$ cat src/rtl/alu_pipe.sv
// Two-stage pipelined ALU (ADD/MUL/LDR/STR/MOV/DPRO) with valid/ready handshake and a dot-product accumulator.
// Define ALU_SAT_EN to saturate overflowing results instead of wrapping them.
module alu_pipe #(
  parameter int DATA_W = 32,
  parameter int ACC_W  = 64,
  parameter int OP_W   = 3
) (
  input  logic              clk,
  input  logic              rst_n,
  input  logic              in_valid,
  output logic              in_ready,
  input  logic [OP_W-1:0]   op_code,
  input  logic [DATA_W-1:0] in_a,
  input  logic [DATA_W-1:0] in_b,
  input  logic              in_last,
  output logic              out_valid,
  input  logic              out_ready,
  output logic [DATA_W-1:0] out_data,
  output logic              out_ovf
);

  localparam logic [OP_W-1:0] OP_ADD  = OP_W'(3'b000);
  localparam logic [OP_W-1:0] OP_MUL  = OP_W'(3'b001);
  localparam logic [OP_W-1:0] OP_LDR  = OP_W'(3'b100);
  localparam logic [OP_W-1:0] OP_STR  = OP_W'(3'b101);
  localparam logic [OP_W-1:0] OP_MOV  = OP_W'(3'b110);
  localparam logic [OP_W-1:0] OP_DPRO = OP_W'(3'b111);

  typedef enum logic {IDLE, ACCUM} dpro_state_e;

  logic                     s1_valid_q, s1_valid_d;
  logic [OP_W-1:0]          s1_op_q, s1_op_d;
  logic signed [DATA_W-1:0] s1_a_q, s1_a_d;
  logic signed [DATA_W-1:0] s1_b_q, s1_b_d;
  logic                     s1_last_q, s1_last_d;
  logic                     out_valid_q, out_valid_d;
  logic [DATA_W-1:0]        out_data_q, out_data_d;
  logic                     out_ovf_q, out_ovf_d;
  logic [ACC_W-1:0]         acc_q, acc_d;
  dpro_state_e              state_q, state_d;

  logic                     adv, in_fire;
  logic signed [DATA_W:0]   sum;
  logic signed [2*DATA_W-1:0] prod;
  logic signed [ACC_W-1:0]  sum_ext, prod_ext, dpro_sum;
  logic [ACC_W-1:0]         res_wide;
  logic [ACC_W-DATA_W:0]    res_hi;
  logic [DATA_W-1:0]        res_data;
  logic                     res_ovf, res_chk, res_emit;

  assign adv       = !out_valid_q || out_ready;
  assign in_ready  = !s1_valid_q || adv;
  assign in_fire   = in_valid && in_ready;
  assign out_valid = out_valid_q;
  assign out_data  = out_data_q;
  assign out_ovf   = out_ovf_q;

  // All candidate results are widened to ACC_W so one range check covers ADD, MUL and DPRO.
  assign sum      = (DATA_W+1)'(s1_a_q) + (DATA_W+1)'(s1_b_q);
  assign prod     = (2*DATA_W)'(s1_a_q) * (2*DATA_W)'(s1_b_q);
  assign sum_ext  = ACC_W'(sum);
  assign prod_ext = ACC_W'(prod);
  assign dpro_sum = $signed(acc_q) + prod_ext;

  always_comb begin
    res_wide = '0;
    res_chk  = 1'b0;
    res_emit = 1'b1;
    res_data = '0;
    res_ovf  = 1'b0;
    res_hi   = '0;
    case (s1_op_q)
      OP_ADD, OP_LDR, OP_STR: begin
        res_wide = sum_ext;
        res_chk  = 1'b1;
      end
      OP_MUL: begin
        res_wide = prod_ext;
        res_chk  = 1'b1;
      end
      OP_MOV: res_data = s1_a_q;
      OP_DPRO: begin
        if (s1_last_q) begin
          res_wide = dpro_sum;
          res_chk  = 1'b1;
        end else begin
          res_emit = 1'b0;
        end
      end
      default: ;
    endcase
    // In range only when every bit from DATA_W-1 upward is a copy of the sign.
    if (res_chk) begin
      res_hi   = res_wide[ACC_W-1:DATA_W-1];
      res_ovf  = !((&res_hi) || !(|res_hi));
      res_data = res_wide[DATA_W-1:0];
`ifdef ALU_SAT_EN
      if (res_ovf)
        res_data = res_wide[ACC_W-1] ? {1'b1, {(DATA_W-1){1'b0}}} : {1'b0, {(DATA_W-1){1'b1}}};
`endif
    end
  end

  always_comb begin
    s1_valid_d  = s1_valid_q;
    s1_op_d     = s1_op_q;
    s1_a_d      = s1_a_q;
    s1_b_d      = s1_b_q;
    s1_last_d   = s1_last_q;
    out_valid_d = out_valid_q;
    out_data_d  = out_data_q;
    out_ovf_d   = out_ovf_q;
    acc_d       = acc_q;
    state_d     = state_q;
    if (out_valid_q && out_ready)
      out_valid_d = 1'b0;
    // Non-final DPRO elements retire into the accumulator without occupying stage 2.
    if (s1_valid_q && adv) begin
      s1_valid_d = 1'b0;
      if (res_emit) begin
        out_valid_d = 1'b1;
        out_data_d  = res_data;
        out_ovf_d   = res_ovf;
      end
      if (s1_op_q == OP_DPRO) begin
        if (s1_last_q) begin
          acc_d   = '0;
          state_d = IDLE;
        end else begin
          acc_d   = dpro_sum;
          state_d = ACCUM;
        end
      end
    end
    if (in_fire) begin
      s1_valid_d = 1'b1;
      s1_op_d    = op_code;
      s1_a_d     = in_a;
      s1_b_d     = in_b;
      s1_last_d  = in_last;
    end
  end

  always_ff @(posedge clk or negedge rst_n) begin
    if (!rst_n) begin
      s1_valid_q  <= 1'b0;
      s1_op_q     <= '0;
      s1_a_q      <= '0;
      s1_b_q      <= '0;
      s1_last_q   <= 1'b0;
      out_valid_q <= 1'b0;
      out_data_q  <= '0;
      out_ovf_q   <= 1'b0;
      acc_q       <= '0;
      state_q     <= IDLE;
    end else begin
      s1_valid_q  <= s1_valid_d;
      s1_op_q     <= s1_op_d;
      s1_a_q      <= s1_a_d;
      s1_b_q      <= s1_b_d;
      s1_last_q   <= s1_last_d;
      out_valid_q <= out_valid_d;
      out_data_q  <= out_data_d;
      out_ovf_q   <= out_ovf_d;
      acc_q       <= acc_d;
      state_q     <= state_d;
    end
  end

endmodule

$ cat config.mk
export PLATFORM = sky130hd
export DESIGN_NAME = alu_pipe
export DESIGN_NICKNAME = d
export VERILOG_FILES = /design/src/rtl/alu_pipe.sv
export SDC_FILE = /design/constraint.sdc
export NUM_CORES = 2
export LEC_CHECK = 0
export BUFFER_PORTS_ARGS = -buffer_cell sky130_fd_sc_hd__buf_2
export CELL_PAD_IN_SITES_DETAIL_PLACEMENT = 1
export CELL_PAD_IN_SITES_GLOBAL_PLACEMENT = 2
export CORE_ASPECT_RATIO = 0.6
export CORE_UTILIZATION = 39
export DETAILED_ROUTE_END_ITERATION = 8
export GPL_TIMING_DRIVEN = 0
export PLACE_DENSITY_LB_ADDON = 0.1
export SETUP_SLACK_MARGIN = 0.15
export SYNTH_ARGS = -nofsm -noshare
export SYNTH_HDL_FRONTEND = slang
export SYNTH_SLANG_ARGS = --single-unit
$ cat constraint.sdc
create_clock -name clk -period 10.7 [get_ports clk]
set_clock_uncertainty 0.05 [all_clocks]
set_input_delay 1.07 -clock clk [delete_from_list [all_inputs] [get_ports clk]]
set_output_delay 1.07 -clock clk [all_outputs]
set_load 0.005 [all_outputs]
==> impl_metrics.csv <==
group,metric,value,unit
outcome,outcome,"finished, violations left",
outcome,violations,"setup timing",
timing,relSlewSlack,6.68,%
routing,viasPerCell,5.74,
layout,mostFrequentLayoutCell,"fa_1",
critical_path,cp-start-kind,"flop",
yosys,synthCells,5457,
yosys,syn_area_per_cell,9.13,um2
critical_path,crit_arrival,11.24,ns
timing,hold_violations,0,
timing,clock.fmax,91.7,MHz
timing,fin_crit,10.90,ns
clock_network,cts-root-buf,"clkbuf_16",
global_route,grt_pass1_vias,43908,
worst_hold_path,hold_path.class,"flop to flop",
global_route,grt_pass1_wl,339000,um
yosys,synth_fp_nets,6895,
floorplanning,num_rows,101,
floorplanning,dieArea,0.129,mm2
layout,fillCellCount,14452,
layout,syn2layout_area_growth,15.6,%
yosys,synth_warnings,0,
layout,drive_gt1_share,17.4,%
clock_network,clk_latency,0.53,ns
floorplanning,start_util,39.3,%
clock_network,cts_sinks,167,
critical_path,cp_slowest_cell,"fa_2",
floorplanning,dieWidth,463,um
timing,drv_slew,0,
timing,finalCritPeriodShare,102,%
yosys,synth_ff_type,"dfrtp_1",
clock_network,clk_pin_slew_worst_paths,0.09,ns
placed_design,placed_area,0.0525,mm2
routing,num_vias,42792,
floorplanning,die_y,279,um
layout,nets,7178,
global_route,grt_max_degree,103,
routing,first_pass_iters,5,
routing,wirelength,239000,um
floorplanning,core_region_area,0.127,mm2
critical_path,critPathMostFrequentCell,"fa_1",
clock_network,numCtsBuffers,17,
layout,fin_util,45.5,%
clock_network,cts_tree,"yes",
timing,setup_viol,1,
layout,final_cell_mix,"fa_1 (1032), inv_1 (1003), nand2_1 (689), and2_1 (459), ha_1 (269)",
routing,drc_errors,0,
global_route,grt_usage,37.3,%
yosys,seq_area_frac_synth,8.39,%
yosys,ys_ff_latch,167,
timing,fin_ws,-0.201,ns
layout,final_area,0.0576,mm2
global_route,antenna_found_initial,28,
critical_path,endpoint_kind,"flop",
global_route,grt_overflow,0,
timing,holdWs,0.443,ns
flow_run,timing.max_cap.violations,0,
critical_path,worstPathRequired,11.04,ns
floorplanning,ios,107,
routing,antenna_left,0,
critical_path,slowest_delay,0.67,ns
clock_network,cts_buffer_depth,2,
yosys,synth.distinct_cells,98,
placed_design,dp_hpwl,204000,um
clock_network,htree_num_levels,4,
timing,grt_setup_unrepaired,"yes",
critical_path,cp_max_fo,10,
critical_path,timing_worst_setup_path_type,"flop to flop",
timing,worst_pin_slew,1.40,ns
routing,drtIter0Drc,4476,
yosys,synth-edff-count,0,
yosys,synthArstFlopShare,100,%
layout,finalNonFillerCells,7458,
placed_design,dp.cells,7264,
routing,wire_per_inst,32.1,um
placed_design,place.gp.congestion,1.00,
yosys,syn-cell-area,0.0498,mm2
placed_design,portBuffers,106,
## kinds of logic (layout without fill, tap and decap cells)
logic type	Yosys count	in the layout	synth area share [%]
multiplexers	75	75	1.68
AO/OA/AOI/OAI	753	753	10.6
adder cells (fa/ha/maj)	1366	1366	50.7
buffers and inverters	1323	1619	10.1
AND/OR/NAND/NOR	1620	1620	15.9
XOR/XNOR	153	153	2.69
flip-flops	167	167	8.39
other	0	6	0
## metal layers
metal  track usage, %  wire length, um
met5                0               63
met4             7.48             4990
met3             12.6            30800
met2             49.1            92400
met1             57.9           111000
## Yosys cell counts (8+ instances only)
cell type  count  area share [%]
o211ai_1      28            0.42
a222oi_1       9            0.18
nand2b_1      36            0.45
nand2_1      697             5.3
o21ai_1       12            0.12
nand4_1       43            0.54
mux2_2        68             1.5
nor4_1        15            0.19
buf_2         30            0.30
a31oi_1       22            0.28
a211oi_2       8            0.20
o22ai_1       18            0.23
or2_2          8            0.10
xnor2_1       94             1.7
a211o_1        9            0.16
ha_1         282             7.1
dfrtp_1      167             8.4
inv_1       1016             7.7
xor2_1        59             1.0
nor2b_1       21            0.26
o21a_1        28            0.42
o31ai_1       11            0.17
a21oi_1      183             1.8
and3_1        21            0.26
clkbuf_1     261             2.0
nand3_1       50            0.50
o21bai_1      21            0.32
fa_1        1084              44
o21ai_0      120             1.2
a22o_1        48            0.84
nor2_1       170             1.3
a221oi_1      25            0.44
nor3_1        46            0.46
a21o_1        56            0.84
buf_1         11           0.083
a211oi_1      21            0.32
or3_1         14            0.18
a22oi_1       10            0.15
a21oi_2        9            0.16
and2_1       462             5.8
## through the flow
step	setup TNS (ns)	setup WS, ns
after floorplan	0	0.239
after global placement	-37.60	-2.95
after detailed placement	-37.45	-2.86
after CTS	-0.221	-0.221
after global routing	-0.454	-0.454
final	-0.201	-0.201
## repair_timing
item / CTS / global route
pin swaps: 60 / 126
buffers inserted: 83 / 71
cloned: 0 / 2
endpoints found under the setup margin: 43 / 13
gates resized for setup: 702 / 334
hold buffers: 0 / 0
## final timing paths
path / to / slack (ns) / depth (start not counted) / startpoint
max: out_ovf$_DFFE_PN0P_ / -0.20 / 36 / s1_b_q[8]$_DFFE_PN0P_
min: acc_q[50]$_DFFE_PN0P_ / 0.44 / 2 / acc_q[50]$_DFFE_PN0P_
max reg2reg: out_ovf$_DFFE_PN0P_ / -0.20 / 36 / s1_b_q[8]$_DFFE_PN0P_
min reg2reg: acc_q[50]$_DFFE_PN0P_ / 0.44 / 2 / acc_q[50]$_DFFE_PN0P_
max in group asynchronous: s1_a_q[30]$_DFFE_PN0P_ / 9.04 / 2 / rst_n
min in group asynchronous: acc_q[4]$_DFFE_PN0P_ / 0.45 / 1 / rst_n
## flip-flops by register name, summed over array words and instances, names as in the netlist
signal and count:
acc_q 64, out_data 32, s1_a_q 32, s1_b_q 32, s1_op_q 3, out_ovf 1
out_valid 1, s1_last_q 1, s1_valid_q 1
## critical path: cells and delay by family (launching register included)
family	cells	cell delay (ns)
buffers and inverters	5	0.87
AOI/OAI and AO/OA	10	2.24
DFF	1	0.58
adders and majority gates	10	4.86
xor gates and xnor gates	2	0.32
and+or+nand+nor	9	1.81
## cell type report
type | instances | area [um2] | share of cell area [%]
clock inverter | 15 | 225 | 0.391
inverter | 1017 | 3850 | 6.68
clock buffer | 17 | 425 | 0.739
sequential | 167 | 4290 | 7.46
timing repair buffer | 264 | 1870 | 3.24
multi-input combinational | 3967 | 42200 | 73.3
antenna | 6 | 15.0 | 0.0261
tap | 1699 | 2130 | 3.69
buffer | 306 | 2540 | 4.42
Power is left out: the tool's default activity adds up to more than one toggle a clock period on the data nets, which glitch-free logic cannot reach.
